### src/rtl/uart_tx_arb_pkg.sv
// uart_tx_arb_pkg: shared types and helpers for the UART TX arbiter.
package uart_tx_arb_pkg;
   typedef enum logic {IDLE, LOCK} state_t;
   localparam int BYTE_W = 8;
   function automatic int id_w(input int n);
      return (n > 1) ? $clog2(n) : 1;
   endfunction
endpackage

### src/rtl/uart_tx_arbiter_if.sv
// uart_tx_arbiter_if: requester streams, UART byte handshake and grant status.
interface uart_tx_arbiter_if #(parameter int NREQ = 4);
   import uart_tx_arb_pkg::*;
   localparam int IW = id_w(NREQ);
   logic [NREQ-1:0]        req_valid;
   logic [NREQ*BYTE_W-1:0] req_data;
   logic [NREQ-1:0]        req_last;
   logic [NREQ-1:0]        req_ready;
   logic                   tx_valid;
   logic [BYTE_W-1:0]      tx_data;
   logic                   tx_ready;
   logic                   gnt_valid;
   logic [IW-1:0]          gnt_id;
   logic                   timeout_pulse;
   modport master (
      output req_valid, req_data, req_last, tx_ready,
      input  req_ready, tx_valid, tx_data, gnt_valid, gnt_id, timeout_pulse
   );
   modport slave (
      input  req_valid, req_data, req_last, tx_ready,
      output req_ready, tx_valid, tx_data, gnt_valid, gnt_id, timeout_pulse
   );
endinterface

### src/rtl/uart_tx_arb_rr_pick.sv
// uart_tx_arb_rr_pick: first set request searching upward from ptr, with wrap-around.
module uart_tx_arb_rr_pick
   import uart_tx_arb_pkg::*;
#(
   parameter int NREQ = 4,
   localparam int IW = id_w(NREQ)
) (
   input  logic [NREQ-1:0] req,
   input  logic [IW-1:0]   ptr,
   output logic            hit,
   output logic [IW-1:0]   idx
);
   logic [IW-1:0] j;
   always_comb begin
      hit = |req;
      idx = '0;
      j   = '0;
      // walk offsets from farthest to nearest so the nearest hit wins
      for (int k = NREQ - 1; k >= 0; k--) begin
         j = IW'((int'(ptr) + k) % NREQ);
         idx = req[j] ? j : idx;
      end
   end
endmodule

### src/rtl/uart_tx_arbiter.sv
// uart_tx_arbiter: round-robin, message-locked arbiter in front of one UART TX byte engine.
// Optional grant revocation on mid-message idle is built when UART_TX_ARB_TIMEOUT_EN is defined.
module uart_tx_arbiter
   import uart_tx_arb_pkg::*;
#(
   parameter int NREQ    = 4,
   parameter int TIMEOUT = 1024
) (
   input logic              clk,
   input logic              rst,
   uart_tx_arbiter_if.slave bus
);
   localparam int IW = id_w(NREQ);
   state_t        state;
   logic [IW-1:0] rr_ptr, gnt_id, pick, ptr_nxt;
   logic          hit, lock, cur_valid, fin, expire;
   assign lock      = state == LOCK;
   assign cur_valid = bus.req_valid[gnt_id];
   assign fin       = lock && cur_valid && bus.tx_ready && bus.req_last[gnt_id];
   assign ptr_nxt   = (gnt_id == IW'(NREQ - 1)) ? '0 : gnt_id + 1'b1;
   uart_tx_arb_rr_pick #(.NREQ(NREQ)) u_pick (
      .req (bus.req_valid),
      .ptr (rr_ptr),
      .hit (hit),
      .idx (pick)
   );
   assign bus.tx_valid  = lock && cur_valid;
   assign bus.tx_data   = lock ? bus.req_data[gnt_id*BYTE_W +: BYTE_W] : '0;
   assign bus.req_ready = (lock && bus.tx_ready) ? NREQ'(1) << gnt_id : '0;
   assign bus.gnt_valid = lock;
   assign bus.gnt_id    = lock ? gnt_id : '0;
   always_ff @(posedge clk or posedge rst) begin
      if (rst) begin
         state  <= IDLE;
         rr_ptr <= '0;
         gnt_id <= '0;
      end else if (!lock) begin
         state  <= hit ? LOCK : IDLE;
         gnt_id <= hit ? pick : gnt_id;
      end else if (fin || expire) begin
         state  <= IDLE;
         rr_ptr <= ptr_nxt;
      end
   end
`ifdef UART_TX_ARB_TIMEOUT_EN
   localparam int CW = $clog2(TIMEOUT + 1);
   logic [CW-1:0] idle_cnt;
   logic          tp;
   assign expire = lock && !cur_valid && idle_cnt == CW'(TIMEOUT - 1);
   always_ff @(posedge clk or posedge rst) begin
      if (rst) begin
         idle_cnt <= '0;
         tp       <= 1'b0;
      end else begin
         idle_cnt <= (lock && !cur_valid && !expire) ? idle_cnt + 1'b1 : '0;
         tp       <= expire;
      end
   end
   assign bus.timeout_pulse = tp;
`else
   assign expire            = 1'b0;
   assign bus.timeout_pulse = 1'b0;
`endif
endmodule

### src/flat_wrapper.sv
// flat-port wrapper written by rule: the top's interface ports become plain ports
module uart_tx_arbiter_flat import uart_tx_arb_pkg::*;
#(
   parameter int NREQ    = 4,
   parameter int TIMEOUT = 1024
)
  (clk, rst, bus_req_valid, bus_req_data, bus_req_last, bus_tx_ready, bus_req_ready, bus_tx_valid, bus_tx_data, bus_gnt_valid, bus_gnt_id, bus_timeout_pulse);
  uart_tx_arbiter_if #(.NREQ(NREQ)) bus_i ();
  input logic clk;
  input logic rst;
  input wire logic [$bits(bus_i.req_valid)-1:0] bus_req_valid;
  input wire logic [$bits(bus_i.req_data)-1:0] bus_req_data;
  input wire logic [$bits(bus_i.req_last)-1:0] bus_req_last;
  input wire logic [$bits(bus_i.tx_ready)-1:0] bus_tx_ready;
  output wire logic [$bits(bus_i.req_ready)-1:0] bus_req_ready;
  output wire logic [$bits(bus_i.tx_valid)-1:0] bus_tx_valid;
  output wire logic [$bits(bus_i.tx_data)-1:0] bus_tx_data;
  output wire logic [$bits(bus_i.gnt_valid)-1:0] bus_gnt_valid;
  output wire logic [$bits(bus_i.gnt_id)-1:0] bus_gnt_id;
  output wire logic [$bits(bus_i.timeout_pulse)-1:0] bus_timeout_pulse;
  assign bus_i.req_valid = bus_req_valid;
  assign bus_i.req_data = bus_req_data;
  assign bus_i.req_last = bus_req_last;
  assign bus_i.tx_ready = bus_tx_ready;
  assign bus_req_ready = bus_i.req_ready;
  assign bus_tx_valid = bus_i.tx_valid;
  assign bus_tx_data = bus_i.tx_data;
  assign bus_gnt_valid = bus_i.gnt_valid;
  assign bus_gnt_id = bus_i.gnt_id;
  assign bus_timeout_pulse = bus_i.timeout_pulse;
  uart_tx_arbiter #(.NREQ(NREQ), .TIMEOUT(TIMEOUT)) u_core (.clk(clk), .rst(rst), .bus(bus_i));
endmodule
### config.mk
export PLATFORM = sky130hd
export DESIGN_NAME = uart_tx_arbiter_flat
export DESIGN_NICKNAME = d
export VERILOG_FILES = /design/src/rtl/uart_tx_arb_pkg.sv /design/src/rtl/uart_tx_arbiter_if.sv /design/src/rtl/uart_tx_arb_rr_pick.sv /design/src/rtl/uart_tx_arbiter.sv /design/src/flat_wrapper.sv
export SDC_FILE = /design/constraint.sdc
export NUM_CORES = 1
export LEC_CHECK = 0
export CAP_MARGIN = 20
export CORE_MARGIN = 5
export CORE_UTILIZATION = 30
export DETAILED_ROUTE_END_ITERATION = 7
export PLACE_DENSITY = 0.76
export SYNTH_ARGS = -nofsm -noshare
export SYNTH_HDL_FRONTEND = slang
export SYNTH_HIERARCHICAL = 1
export SYNTH_SLANG_ARGS = --single-unit
### constraint.sdc
create_clock -name clk -period 1.8 [get_ports clk]
set_input_delay 0.18 -clock clk [delete_from_list [all_inputs] [get_ports clk]]
set_output_delay 0.18 -clock clk [all_outputs]
set_load 0.01 [all_outputs]
==> results.py <==
metrics = {
    "yosys": {
        "post_synth_main_area_contributors": "mux4_2 (25%), dfrtp_1 (17%), and2_1 (8.7%), ha_1 (7.0%), mux2i_1 (4.2%)",
        "synth.top_cell.area_share_pct": 25.04,
        "yosys_warnings": 6,
        "syn_inst": 74,
        "post_synth.cell_area_avg_sq_um": 9.722,
        "netlist-cell-type-count": 27,
        "post_syn_area_sq_um": 719.4,
        "mappedNetlistNets": 121,
        "synthDominantAreaCellType": "mux4_2",
        "yosysSeqAreaShare_pct": 17.39,
        "ys_ff_latch": 5,
    },
    "worst_setup_path": {
        "worst_path_most_repeated_cell": "buf_6",
        "reg2reg_to": "u_core/rr_ptr[1]",
        "r2r_start": "u_core/gnt_id[0]",
        "cpPeakStageDelay_ps": 460,
        "worstPathMaxFanout": 3,
        "crit_slowest_cell": "mux4_2",
        "worst_r2r_path_depth": 7,
        "critical_path.n_buffers_inverters": 3,
        "timing_worst_setup_path_type": "flip-flop to output port",
        "required_time_of_the_worst_setup_path_ps": 1620,
        "startpoint_type": "flip-flop",
        "path_delay_family": "multiplexers",
        "crit_arrival_ps": 1620,
        "timing.critical_path.depth": 5,
        "reg2reg_slack_ps": 50,
        "path_cells": "buf_6 -> buf_6 -> mux4_2 -> and2_1 -> buf_2",
        "worst_setup_ep_type": "output port",
    },
    "power": {
        "leakagePower_nw": 0.6266,
        "powerDensity_nw_per_um2": 1124,
        "worst_vdd_drop_v": 0.001002,
        "power.total_mw": 1.623,
    },
    "clocking": {
        "cts_made_buffers": 3,
        "clock-root-buffer": "clkbuf_4",
        "clk_pin_slew_worst_paths_ps": 40,
        "worst_skew_late_latency_ps": 240,
        "cts.path.max_buffers": 2,
        "cts_max_level": 1,
        "numClockSinks": 5,
        "tritoncts_clock_tree": "yes",
    },
    "routing": {
        "totalWireLength_mm": 2.657,
        "vias_per_cell": 4.919,
        "drt_iter0_drc": 27,
        "route.detailed.wl_per_inst_um": 15.45,
        "first_pass_iters": 4,
        "routed-via-count": 846,
        "detail-route-antenna-nets": 0,
        "drc_errors": 0,
    },
    "floorplanning": {
        "dieArea_sq_um": 3477,
        "boundaryPins": 60,
        "core_outline_area_sq_um": 2255,
        "fp.dieH_um": 58.97,
        "row_count": 17,
        "starting_density_of_the_core_pct": 31.91,
        "die-width_um": 58.97,
    },
    "layout": {
        "final_nets": 192,
        "nFillCells": 194,
        "drive_above_1_share_pct": 31.25,
        "regArea_sq_um": 127.6,
        "insertedDiodeCount": 0,
        "multi_input_comb_area_sq_um": 555.5,
        "layout-area-overhead-vs-synth_pct": 100.7,
    },
    "sta": {
        "layout_setup_ws_ps": -2.098,
        "fmaxAchievable_mhz": 554.9,
        "timing.final.max_slew_violations": 0,
        "share_of_the_cycle_needed_by_the_critical_path_after_routing_pct": 100.1,
        "finalSetupViolations": 1,
        "hold_violations": 0,
        "setup_repair_after_global_routing_missed_its_margin": "true",
        "fin_worst_skew_ps": 5.121,
        "post_route_minimum_period_ps": 1802,
    },
    "global_route": {
        "wire_length_of_the_first_global_routing_pass_mm": 4.126,
        "grt_pass1_vias": 884,
        "antenna_found_initial": 0,
        "global_route.overflow_total": 0,
        "grt_max_degree": 20,
        "track_usage_pct": 15.39,
    },
    "placement": {
        "place.detailed.hpwl_mm": 2.175,
        "place_ws_ps": -104.5,
        "place_congestion": 0.8091,
        "placement.io_buffers": 58,
    },
    "min_path": {
        "holdCritPathClass": "input pin to asynchronous set/reset pin",
    },
    "flow_run": {
        "drv.max_cap_violation_count": 0,
    },
    "outcome": {
        "status": "finished with violations",
        "violated_checks": "setup timing",
    },
}
area by class of cell:
cell class / instances / share of cell area (%)
multi-input cells: 58 / 38.48
well taps: 28 / 2.426
inverters: 6 / 1.560
repair buffers: 71 / 46.88
clock buffers: 4 / 1.820
flip-flops and latches: 5 / 8.839
worst register-to-register path, stage by stage (launching register included):
cell,delay [ps]
dfrtp_2,440
buf_12,150
buf_6,110
mux2i_2,190
buf_4,150
nor4_4,40
a21oi_2,200
mux2_1,340
stage by stage:
stage | std cells | cell area [sq um] | setup TNS [ps] | hold slack [ps] | util, %
2_1_floorplan | 74 | 719.4 | 0 | -41.48 | -
3_3_place_gp | 165 | 1385 | -336.9 | 381.1 | 61.43
3_5_place_dp | 165 | 1385 | -467.7 | 392.3 | 61.43
4_1_cts | 171 | 1390 | -5.384 | 129.4 | 61.65
5_1_grt | 172 | 1444 | -272.1 | 143.6 | 64.04
6_report | 172 | 1444 | -2.098 | 135.0 | 64.04
logic make-up (layout without fill, tap and decap cells):
kind of cell    after synthesis  count (layout)  synth area share (%)
other cells                   1               1                0.5212
fa+ha+maj                     4               4                 6.957
simple gates                 27              27                 21.39
mux                          14              14                 33.91
flops                         5               5                 17.39
buf+inv                      11              81                 8.347
compound gates               12              12                 11.48
metal layers:
| metal | share of wire (%) | GRT usage [%] |
|---|---|---|
| met5 | 0 | 0 |
| met1 | 42 | 17.71 |
| met2 | 48 | 27.92 |
| met3 | 10 | 5.447 |
| met4 | 0 | 1.942 |
Yosys cell counts (all sizes together):
master   n
inv      6
a22o     1
ha       4
dfrtp    5
nor4     1
o21a     1
mux2     3
clkbuf   1
o21ai    3
a21oi    5
and2    10
nand2    5
nor2b    1
mux2i    3
mux4     8
o211a    1
nand2b   2
buf      4
a211oi   1
conb     1
and3     4
nor3     1
nor2     3
registers in the layout, indices dropped and copies added (netlist names):
| signal | flops |
|---|---|
| u_core/gnt_id | 2 |
| u_core/rr_ptr | 2 |
| u_core/bus.gnt_valid | 1 |
worst max path at each step:
stage / from / to / slack, ps
global placement: bus_req_data[28] / bus_tx_data[4] / -50
global route: u_core/gnt_id[0] / bus_tx_data[7] / -70
floorplan: u_core/gnt_id[0] / bus_tx_data[0] / 300
detailed placement: bus_req_data[29] / bus_tx_data[5] / -100
finish: u_core/gnt_id[0] / bus_tx_data[7] / -2
CTS: u_core/gnt_id[0] / bus_tx_data[5] / -5
cells in the final DEF (no fill, tap or decap), types with 3 or more instances in the layout:
cell type        Yosys  layout
inv_1                6       6
buf_6                2       5
mux4_2               8       8
nand2_1              5       5
ha_1                 4       4
a21oi_1              4       4
buf_2                0       6
clkbuf_4             0       3
nor2_1               3       3
buf_4                1       8
o21ai_0              3       3
dfrtp_1              5       3
clkdlybuf4s50_1      0      45
clkbuf_2             0       3
and3_1               4       4
and2_1              10       8
where the power goes:
part	internal, mW	switching, mW	leakage (nW)
Sequential	0.164	0.0840	0.0565
Clock	0.0836	0.0436	0.0150
Combinational	0.774	0.474	0.555
Total	1.02	0.602	0.627
timing repair:
action / CTS / global route
setup endpoints to repair: 14 / 13
gates cloned: 0 / 1
gates resized for setup: 41 / 16
hold buffers: 0 / 0
setup buffers: 2 / 0
Note: power is estimated with default switching activity, not from simulation.
